File: config.mk
export PLATFORM = sky130hd
export DESIGN_NAME = camera_frame_writer
export DESIGN_NICKNAME = d
export VERILOG_FILES = /design/src/rtl/video_pkg.sv /design/src/rtl/pixel_pair_assembler.sv /design/src/rtl/camera_frame_writer.sv
export SDC_FILE = /design/constraint.sdc
export NUM_CORES = 1
export LEC_CHECK = 0
export ABC_AREA = 1
export BUFFER_PORTS_ARGS = -buffer_cell sky130_fd_sc_hd__buf_4
export CAP_MARGIN = 20
export CORE_MARGIN = 2
export CORE_UTILIZATION = 59
export DETAILED_ROUTE_END_ITERATION = 7
export HOLD_SLACK_MARGIN = 0.1
export PLACE_DENSITY_LB_ADDON = 0.2
export RECOVER_POWER = 50
export SLEW_MARGIN = 20
export SYNTH_ARGS = -nofsm -noshare
export SYNTH_HDL_FRONTEND = slang
export SYNTH_SLANG_ARGS = --single-unit
File: constraint.sdc
create_clock -name clk -period 3.2 [get_ports clk]
set_input_delay 0.32 -clock clk [delete_from_list [all_inputs] [get_ports clk]]
set_output_delay 0.32 -clock clk [all_outputs]
set_load 0.02 [all_outputs]
File: src/rtl/video_pkg.sv
// Shared video definitions: capture FSM states, default frame geometry and
// the pixel write payload handed to the frame memory.
package video_pkg;

    localparam int unsigned H_ACTIVE_DEF = 640;
    localparam int unsigned V_ACTIVE_DEF = 480;
    localparam int unsigned CNT_W        = 10;
    localparam int unsigned BYTE_W       = 8;
    localparam int unsigned PIX_W        = 16;

    typedef enum logic [1:0] {
        IDLE    = 2'd0,
        ARM     = 2'd1,
        CAPTURE = 2'd2,
        DONE    = 2'd3
    } cap_state_e;

    // One frame-memory write: coordinates plus RGB565 data
    typedef struct packed {
        logic [CNT_W-1:0] hcount;
        logic [CNT_W-1:0] vcount;
        logic [PIX_W-1:0] data;
    } pix_wr_t;

endpackage

File: src/rtl/pixel_pair_assembler.sv
// Pairs camera bytes into 16-bit pixels.
//   enable        : bytes are accepted only while high
//   clear         : drop byte phase (line end / outside capture)
//   byte_en, href : qualify data as a valid active byte
//   pixel_c       : current first byte combined with data, ordered by HI_BYTE_FIRST
//   pixel_valid_c : high in the cycle the second byte of a pair is presented
module pixel_pair_assembler
    import video_pkg::*;
#(
    parameter bit HI_BYTE_FIRST = 1'b1
) (
    input  logic              clk,
    input  logic              reset_n,
    input  logic              enable,
    input  logic              clear,
    input  logic              byte_en,
    input  logic              href,
    input  logic [BYTE_W-1:0] data,
    output logic [PIX_W-1:0]  pixel_c,
    output logic              pixel_valid_c
);

    logic              phase;
    logic [BYTE_W-1:0] first_q;
    logic              strobe_c;

    assign strobe_c      = enable & byte_en & href;
    assign pixel_valid_c = strobe_c & phase;
    assign pixel_c       = HI_BYTE_FIRST ? {first_q, data} : {data, first_q};

    // Byte phase and first-byte latch; clear wins so a dangling odd byte is lost
    always_ff @(posedge clk or negedge reset_n) begin
        if (!reset_n) begin
            phase   <= 1'b0;
            first_q <= '0;
        end else if (clear) begin
            phase   <= 1'b0;
        end else if (strobe_c) begin
            if (!phase) first_q <= data;
            phase <= ~phase;
        end
    end

endmodule

File: src/rtl/camera_frame_writer.sv
// Camera capture front end for the shared frame memory.
//   capture_start           : request capture of the next full frame
//   cam_vsync/href/byte_en/data : synchronous camera byte stream
//   camera_request          : memory ownership, registered copy of CAPTURE
//   camera_hcount/vcount, dout_camera, mwe_camera : pixel write port
//   capture_done            : one-cycle pulse on entering DONE
//   frame_error             : sticky short-frame flag
module camera_frame_writer
    import video_pkg::*;
#(
    parameter int unsigned H_ACTIVE      = H_ACTIVE_DEF,
    parameter int unsigned V_ACTIVE      = V_ACTIVE_DEF,
    parameter bit          HI_BYTE_FIRST = 1'b1
) (
    input  logic              clk,
    input  logic              reset_n,
    input  logic              capture_start,
    input  logic              cam_vsync,
    input  logic              cam_href,
    input  logic              cam_byte_en,
    input  logic [BYTE_W-1:0] cam_data,
    output logic              camera_request,
    output logic [CNT_W-1:0]  camera_hcount,
    output logic [CNT_W-1:0]  camera_vcount,
    output logic [PIX_W-1:0]  dout_camera,
    output logic              mwe_camera,
    output logic              capture_done,
    output logic              frame_error
);

    cap_state_e       state, state_d;
    logic             vsync_q, href_q;
    logic [CNT_W-1:0] col_q, row_q, col_d, row_d;
    logic [CNT_W-1:0] row_inc_c;
    logic             vsync_fall_c, vsync_rise_c, href_fall_c;
    logic             in_capture_c, line_last_c;
    logic [PIX_W-1:0] pixel_c;
    logic             pixel_valid_c;
    pix_wr_t          wr_d;
    logic             mwe_d, done_d, err_d;

    assign vsync_fall_c = vsync_q & ~cam_vsync;
    assign vsync_rise_c = ~vsync_q & cam_vsync;
    assign href_fall_c  = href_q & ~cam_href;
    assign in_capture_c = (state == CAPTURE);
    assign row_inc_c    = row_q + CNT_W'(1);
    assign line_last_c  = (row_inc_c == CNT_W'(V_ACTIVE));

    pixel_pair_assembler #(
        .HI_BYTE_FIRST (HI_BYTE_FIRST)
    ) u_pair (
        .clk           (clk),
        .reset_n       (reset_n),
        .enable        (in_capture_c),
        .clear         (~in_capture_c | href_fall_c),
        .byte_en       (cam_byte_en),
        .href          (cam_href),
        .data          (cam_data),
        .pixel_c       (pixel_c),
        .pixel_valid_c (pixel_valid_c)
    );

    // State register
    always_ff @(posedge clk or negedge reset_n) begin
        if (!reset_n) state <= IDLE;
        else          state <= state_d;
    end

    // Next-state logic; a completed last line takes precedence over a vsync rise
    always_comb begin
        state_d = state;
        case (state)
            IDLE:    if (capture_start) state_d = ARM;
            ARM:     if (vsync_fall_c)  state_d = CAPTURE;
            CAPTURE: begin
                if (href_fall_c && line_last_c)
                    state_d = DONE;
                else if (vsync_rise_c && (row_q < CNT_W'(V_ACTIVE)))
                    state_d = DONE;
            end
            DONE:    if (capture_start) state_d = ARM;
            default: state_d = IDLE;
        endcase
    end

    // Output/datapath next values; a pixel strobe is applied before the line advance
    always_comb begin
        col_d       = col_q;
        row_d       = row_q;
        mwe_d       = 1'b0;
        wr_d.hcount = camera_hcount;
        wr_d.vcount = camera_vcount;
        wr_d.data   = dout_camera;
        done_d      = (state_d == DONE) && (state != DONE);
        err_d       = frame_error;

        if (((state == IDLE) || (state == DONE)) && capture_start)
            err_d = 1'b0;
        if (in_capture_c && (state_d == DONE) && !(href_fall_c && line_last_c))
            err_d = 1'b1;

        if (!in_capture_c) begin
            col_d = '0;
            row_d = '0;
        end else begin
            if (pixel_valid_c && (col_q < CNT_W'(H_ACTIVE))) begin
                mwe_d       = 1'b1;
                wr_d.hcount = col_q;
                wr_d.vcount = row_q;
                wr_d.data   = pixel_c;
                col_d       = col_q + CNT_W'(1);
            end
            if (href_fall_c) begin
                col_d = '0;
                row_d = row_inc_c;
            end
        end
    end

    // Registered outputs, counters and edge-detect history
    always_ff @(posedge clk or negedge reset_n) begin
        if (!reset_n) begin
            vsync_q        <= 1'b0;
            href_q         <= 1'b0;
            col_q          <= '0;
            row_q          <= '0;
            camera_request <= 1'b0;
            camera_hcount  <= '0;
            camera_vcount  <= '0;
            dout_camera    <= '0;
            mwe_camera     <= 1'b0;
            capture_done   <= 1'b0;
            frame_error    <= 1'b0;
        end else begin
            vsync_q        <= cam_vsync;
            href_q         <= cam_href;
            col_q          <= col_d;
            row_q          <= row_d;
            camera_request <= in_capture_c;
            camera_hcount  <= wr_d.hcount;
            camera_vcount  <= wr_d.vcount;
            dout_camera    <= wr_d.data;
            mwe_camera     <= mwe_d;
            capture_done   <= done_d;
            frame_error    <= err_d;
        end
    end

endmodule

Word-level counts from Yosys, hierarchy flattened. Index checks and enable logic that the tools add are counted.

Flip-flop bits (word level): 73. Logic and storage cells: 70.

$add $sub $neg: 2. Multiplexer cells: 16. Reduce and logical (&&, ||, !) cells: 15. Equality and inequality tests: 8. Bitwise gates (word level): 13. $lt $le $gt $ge: 2.

Operators with widths (count): two-way mux 10 bit (5); adder 10 x 1 -> 10 bit (second input constant) (2); equality test 10 x 9 -> 1 bit (second input constant) (1); less-than comparator 10 bit (second input constant) (1); less-than comparator 10 x 9 -> 1 bit (second input constant) (1); two-way mux 2 bit (4); logical AND 1 bit (7); AND 1 bit (6); equality test 2 bit (second input constant) (3); two-way mux 1 bit (6); inverter 1 bit (6); one-hot mux 2 bit (3 select lines) (1); inequality test 2 bit (second input constant) (2); nonzero test 2 bit (2); inequality test 3 x 2 -> 1 bit (second input constant) (1); AND reduction 3 bit (1); equality test 2 x 1 -> 1 bit (second input constant) (1); zero test 2 bit (1); AND reduction 2 bit (1); OR reduction 2 bit (1); zero test 1 bit (1); logical OR 1 bit (1); bitwise OR 1 bit (1).

Longest topological paths before layout. Gate-level depths: netlist of the first run.

Depth in word-level cells: 10. Gate-level depth with buffers: 14. Mapped depth without buffers: 14.

By module. A second synthesis of the first run with hierarchy kept.

Cells, all modules: 337. Area, all modules: 3303.2 µm².

Modules (own cells, without submodules): camera_frame_writer (cells each 286, instances 1, area each 2841.5 µm²); pixel_pair_assembler (cells each 51, instances 1, area each 461.7 µm²).

Worst setup path before layout of the first run. OpenSTA, ideal clock, no wires.

Path type: reg2reg. Start point: register state[0]. End point: register u_pair.first_q[7]. Buffers on the path: 2. Arrival: 1549 ps. Setup slack: 1525 ps. Data required time: 3074 ps. Cell stages (with the launch flop): 10. Cells stage by stage: dfrtp_1 > inv_1 > ha_1 > inv_1 > nor2_1 > buf_2 > nand3_1 > clkbuf_2 > nand2_1 > o21ai_0.

Word-level cells in the longest chain between the ends: 5.

RTL lines: from (decl) (RTL line camera_frame_writer.sv:31) `cap_state_e state, state_d;`; from (signal assigned) (RTL line camera_frame_writer.sv:66) `else state <= state_d;`; equality test 2 bit (*) (RTL line camera_frame_writer.sv:45) `assign in_capture_c = (state == CAPTURE);`; named net in_capture_c (RTL line camera_frame_writer.sv:36) `logic in_capture_c, line_last_c;`; inverter 1 bit (RTL line camera_frame_writer.sv:55) `.clear (~in_capture_c | href_fall_c),`; bitwise OR 1 bit (RTL line camera_frame_writer.sv:55); inverter 1 bit (no line); AND reduction 3 bit (no line) (*); to (signal assigned) (RTL line pixel_pair_assembler.sv:39) `if (!phase) first_q <= data;`; to (decl) (RTL line pixel_pair_assembler.sv:24) `logic [BYTE_W-1:0] first_q;`.

Mark *: on every way through the listed nets, which the timed path passes. The rest lies on a longest branch. A chain may end at the register's enable or synchronous reset.

Final worst setup path of the first run.
Start point: register state[0]. End point: register u_pair.first_q[2].

Same word-level chain as after synthesis.

==> results of run 1 <==
[per-stage QoR]
step	setup slack, ps	power [mW]	util [%]	hold slack [ps]
6_report	1120	2.60	71.9	146
2_1_floorplan	1520	1.73	-	24.4
5_1_grt	863	2.77	71.9	147
3_3_place_gp	1230	2.03	70.1	446
4_1_cts	1110	2.67	73.4	101
3_5_place_dp	1140	2.06	70.1	450
[repair_timing]
| action | CTS | global route |
|---|---|---|
| hold buffers | 1 | 0 |
| buffers inserted | 0 | 0 |
| setup endpoints to repair | 0 | 0 |
| hold endpoints to repair | 1 | 0 |
[worst max-delay path by stage]
stage | from | endpoint | slack (ps) | cells past startpoint
final | state[0] | u_pair.first_q[2] | 1120 | 8
after global routing | state[0] | col_q[5] | 860 | 10
after CTS | state[0] | col_q[5] | 1110 | 10
after detailed placement | state[0] | col_q[5] | 1140 | 10
after global placement | state[0] | col_q[5] | 1230 | 10
after floorplan | state[0] | u_pair.first_q[7] | 1520 | 9
[per-layer routing]
layer / share of wire [%] / routed length, µm / track usage (%) / vias up
met5: 0 / 0 / 0 / -
met4: 1.4 / 86 / 9.82 / 0
met3: 4.6 / 285 / 3.88 / 12
met2: 48 / 2970 / 37.8 / 59
met1: 46 / 2800 / 30.6 / 1202
li1: - / - / - / 1257
[registers in the layout, indices dropped and copies added, names as in the netlist]
signal	cells
dout_camera	16
camera_hcount	10
camera_vcount	10
col_q	10
row_q	10
u_pair.first_q	8
state	2
camera_request	1
capture_done	1
frame_error	1
href_q	1
mwe_camera	1
u_pair.phase	1
vsync_q	1
[area by class of cell]
class                   instances  area [µm²]
flip-flops and latches         73        1830
multi-input cells             233        1080
well taps                      70        87.6
inverters                      44         165
clock buffers                  15         156
repair buffers                 57         357
fillers                       409        1430
[cells in the mapped netlist, types with 3 or more instances]
| library cell | instances |
|---|---|
| nand3_1 | 13 |
| nand4_1 | 3 |
| nand2_1 | 113 |
| clkbuf_1 | 6 |
| inv_1 | 44 |
| a21oi_1 | 7 |
| nor3_1 | 4 |
| a31oi_1 | 4 |
| nor2_2 | 5 |
| o21ai_0 | 50 |
| ha_1 | 6 |
| dfrtp_1 | 73 |
| nor2_1 | 19 |
[kinds of logic (layout without fill, tap and decap cells)]
group	Yosys count	count (layout)	share of synthesized area [%]
xor gates and xnor gates	1	1	0.281
DFF	73	73	58.6
and+or+nand+nor	161	161	21.2
buffers and inverters	55	116	6.75
AOI/OAI and AO/OA	65	65	10.8
adders and majority gates	6	6	2.41
[report_power, final]
| part | internal (mW) | switching [mW] | leakage [nW] | total [mW] |
|---|---|---|---|---|
| registers | 1.12 | 0.116 | 0.985 | 1.24 |
| clock network | 0.301 | 0.301 | 0.0778 | 0.601 |
| logic | 0.271 | 0.495 | 0.761 | 0.766 |
| total | 1.69 | 0.912 | 1.82 | 2.60 |
==> impl_metrics.tcl, run 1 <==
set metrics [dict create \
    synth_seq_cells 73 \
    grt_usage_pct 23.1 \
    cp_cell_sequence "inv_1 -> ha_1 -> inv_1 -> nor2_1 -> buf_4 -> nand2_1 -> nand3_1 -> o21ai_0" \
    dpl-instance-area_um2 3580 \
    setup_tns_ps 0 \
    cts_tree "built" \
    dieHeight_um 76.7 \
    p_per_area_nw_per_um2 709 \
    cts_resized 0 \
    critical_path_buf_inv_count 3 \
    yosysWarnings 0 \
    drv_cap 1 \
    whs_endpoint "href_q" \
    slew_violations 74 \
    worst_slew_pin_slew_ps 1720 \
    dieArea_um2 5880 \
    violations "capacitance limit, slew limit" \
    async_reset_ff_share_pct 100 \
    reg2reg_depth 8 \
    layout_common_cells "112 x nand2_1, 73 x dfrtp_1, 50 x o21ai_0, 44 x inv_1, 36 x buf_4" \
    syn_nets 381 \
    status "finished, violations left" \
    drive_gt1_share_pct 13.3 \
    worstHoldStart "cam_href" \
    drtAntennaViolNets 0 \
    ios 54 \
    clkSlewWorstSetupHoldPaths_ps 70 \
    cellLeakagePower_nw 1.82 \
    peakVddDrop_uv 437 \
    startpoint_type "flop" \
    period_share_pct 65.1 \
    synth.area.top_cells "dfrtp_1 59%, nand2_1 14%, o21ai_0 8.0%" \
    critPathKind "reg -> reg" \
    fmax_mhz 480 \
    worst_path_largest_cell_delay_ps 400 \
    cts_made_buffers 9 \
    grt_setup_unrepaired "no" \
    first_pass_iters 4 \
    initialDrtViolationCount 112 \
    r2r_setup_slack_ps 1120 \
    arrival_ps 2320 \
    routed_wl_um 6140 \
    synth-edff-count 0 \
    htree_levels 3 \
    gp_congestion 0.877 \
    avgRoutedWirePerCell_um 12.5 \
    ys_seq_area_share_pct 58.6 \
    worstPathMaxFanout 17 \
    crit_path_top_delay_cell "dfrtp_1" \
    final_common_cell "nand2_1" \
    die_w_um 76.7 \
    synth.avg_cell_area_um2 8.63 \
    vias_per_cell 5.14 \
    mappedNetlistArea_um2 3120 \
    min_path_cells 1 \
    clock_sinks 73 \
    dp_hpwl_um 4270 \
    synth.largest_area_cell "dfrtp_1" \
    cts_root_buf "clkbuf_8" \
    ys_dominant_reg_cell "dfrtp_1" \
    reg2reg_to "u_pair.first_q[2]" \
    end_kind "flop" \
    reg2reg_from "state[0]" \
    vias 2530 \
    slew_headroom_pct -15.0 \
    synth_top_area_share_pct 58.6 \
    grt_max_degree 74 \
    hold_viol 0 \
    path_common_cell "inv_1" \
    grt_pass1_vias 2466 \
    insertion_delay_ps 330 \
    start_util_pct 61.0 \
    ctsLongestPathBuffers 2 \
    antenna-diode-count 0 \
    layout.nets 438 \
    drc_errors 0 \
    critPathTopFamily "simple AND/OR/NAND/NOR gates" \
    hold_path_class "in -> reg" \
    netlist_instances 361 \
    yosys.cell_types.count 23 \
    grt_pass1_wl_um 10900 \
    final_cells 492 \
    syn_to_final_growth_pct 17.9 \
    core-area_um2 5110 \
    io_buffers 53 \
    rows 26 \
    overflow 0 \
    finalClockSkew_ps 4.61 \
    fin_area_um2 3670 \
    antenna_found_initial 0 \
    dp_cells 476 \
    required_ps 3430 \
    finalSetupViolCount 0 \
    period_needed_ps 2080 \
]
No activity file was read; power rests on OpenSTA's default activity.
==> run 2: changes to the inputs <==
- CORE_UTILIZATION: 59 -> 50
- clock period: 3.2 -> 1.7 ns (I/O delays scaled with it)
==> impl_metrics.tcl, run 2 (same netlist as run 1, synthesis figures left out) <==
set metrics [dict create \
    worstPathMaxFanout 11 \
    layout_common_cells "106 x nand2_1, 71 x dfrtp_1, 49 x buf_4, 48 x o21ai_0, 38 x inv_1" \
    p_int_mw 3.56 \
    cellLeakagePower_nw 1.99 \
    ios 54 \
    hold_path_class "in -> reg" \
    rows 28 \
    syn_to_final_growth_pct 30.8 \
    arrival_ps 1880 \
    required_ps 1940 \
    cp.depth 10 \
    finalClockSkew_ps 8.68 \
    met1_usage_pct 26.6 \
    swShare_pct 34.5 \
    core-area_um2 5960 \
    critPathKind "reg -> reg" \
    drtAntennaViolNets 0 \
    cp_cell_sequence "inv_2 -> ha_4 -> nand3_1 -> nor2_1 -> nand2_2 -> buf_12 -> nand2_1 -> nand4_1 -> o21ai_1 -> a21oi_1" \
    peakVddDrop_uv 984 \
    grt_max_degree 42 \
    dieHeight_um 82.9 \
    vias 2640 \
    top_usage_layer "met2" \
    setup_tns_ps 0 \
    setup_ws_ps 55.7 \
    end_kind "flop" \
    clkSlewWorstSetupHoldPaths_ps 80 \
    p_switching_mw 1.87 \
    crit_path_top_delay_cell "dfrtp_1" \
    gp_congestion 0.860 \
    slew_violations 0 \
    dieArea_um2 6880 \
    reg2reg_depth 10 \
    critPathTopFamily "simple AND/OR/NAND/NOR gates" \
    clock_sinks 73 \
    io_buffers 53 \
    hold_viol 0 \
    fin_area_um2 4080 \
    min_path_cells 3 \
    initialDrtViolationCount 144 \
    cts_root_buf "clkbuf_8" \
    drc_errors 0 \
    startpoint_type "flop" \
    r2r_setup_slack_ps 60 \
    cts_tree "built" \
    slew_headroom_pct 43.6 \
    routed_wl_um 6810 \
    dp_hpwl_um 4590 \
    grt_pass1_wl_um 11200 \
    p_seq_share_pct 42.7 \
    period_needed_ps 1640 \
    insertion_delay_ps 340 \
    grt_pass1_vias 2584 \
    antenna-diode-count 0 \
    status "complete, no violations" \
    cts_made_buffers 9 \
    die_w_um 82.9 \
    finalSetupViolCount 0 \
    combPwrFrac_pct 31.6 \
    pwr-share-clk_pct 25.7 \
    grt_usage_pct 19.8 \
    regMostFlops "dout_camera" \
    timing.hold.ws_ps 106 \
    final_common_cell "nand2_1" \
    first_pass_iters 4 \
    worst_slew_pin_slew_ps 845 \
    vias_per_cell 5.09 \
    overflow 0 \
    largest_reg_flops 16 \
    critical_path_buf_inv_count 2 \
    avgRoutedWirePerCell_um 13.1 \
    drv_cap 0 \
    fmax_mhz 608 \
    layout.nets 459 \
    period_share_pct 96.7 \
    start_util_pct 52.3 \
    p_per_area_nw_per_um2 1330 \
    dpl-instance-area_um2 3700 \
    drive_gt1_share_pct 23.6 \
    worst_path_largest_cell_delay_ps 400 \
    antenna_found_initial 0 \
    ctsLongestPathBuffers 2 \
    htree_levels 3 \
    globalRouteMet3Util_pct 5.07 \
    use_met2_pct 31.5 \
    grt_setup_unrepaired "yes" \
    fin_util_pct 68.4 \
    pre_cts_ws_ps -27.6 \
]
run 2: cell types whose count changed in the layout (fill, tap and decap cells not counted), sizes merged:
cell	before	now
clkbuf	35	29
buf	36	56
dlygate4sd3	1	5
inv	44	43
clkinvlp	0	2
bufinv	0	1
clkinv	0	2
run 2: stage by stage:
stage / cells / total power [mW]
after floorplan: 361 / 3.25
after global placement: 490 / 3.95
after detailed placement: 490 / 4.02
after CTS: 513 / 5.48
after global routing: 519 / 5.79
final: 519 / 5.43
run 2: what timing repair did:
action	CTS	global route
hold endpoints to repair	36	0
hold buffers	5	0
cloned	0	1
endpoints found under the setup margin	5	17
pin swaps	0	11
gates resized for setup	7	26
setup buffers	2	5
run 2: power by group through the flow:
stage	logic [mW]	registers, mW	clock network [mW]
6_report	1.72	2.32	1.40
5_1_grt	1.91	2.37	1.51
4_1_cts	1.74	2.31	1.43
3_5_place_dp	1.68	2.34	0
3_3_place_gp	1.63	2.32	0
2_1_floorplan	0.639	2.62	0
run 2: area by class of cell:
type                    instances  area, µm²
inverters                      44        169
multi-input cells             233       1160
clock inverters                 4       51.3
flip-flops and latches         73       1830
fillers                       489       1880
clock buffers                  12        155
repair buffers                 78        618
well taps                      75       93.8
run 2: path summary, 6_finish.rpt:
kind | start | end
min in group asynchronous | reset_n | col_q[2]
min reg2reg | u_pair.first_q[7] | dout_camera[15]
max reg2reg | state[0] | col_q[8]
max in group asynchronous | reset_n | row_q[2]
min | cam_data[2] | dout_camera[2]
max | state[0] | col_q[8]
run 2: layer usage:
metal	vias up	part of all wire (%)
met2	55	49
met4	0	0.93
met1	1269	46
met5	-	0
met3	8	4.5
li1	1308	-
run 2: worst min-delay path: cells and delay by family:
family,cells,cell delay (ps)
AO/OA/AOI/OAI,1,80
buffers and inverters,2,160
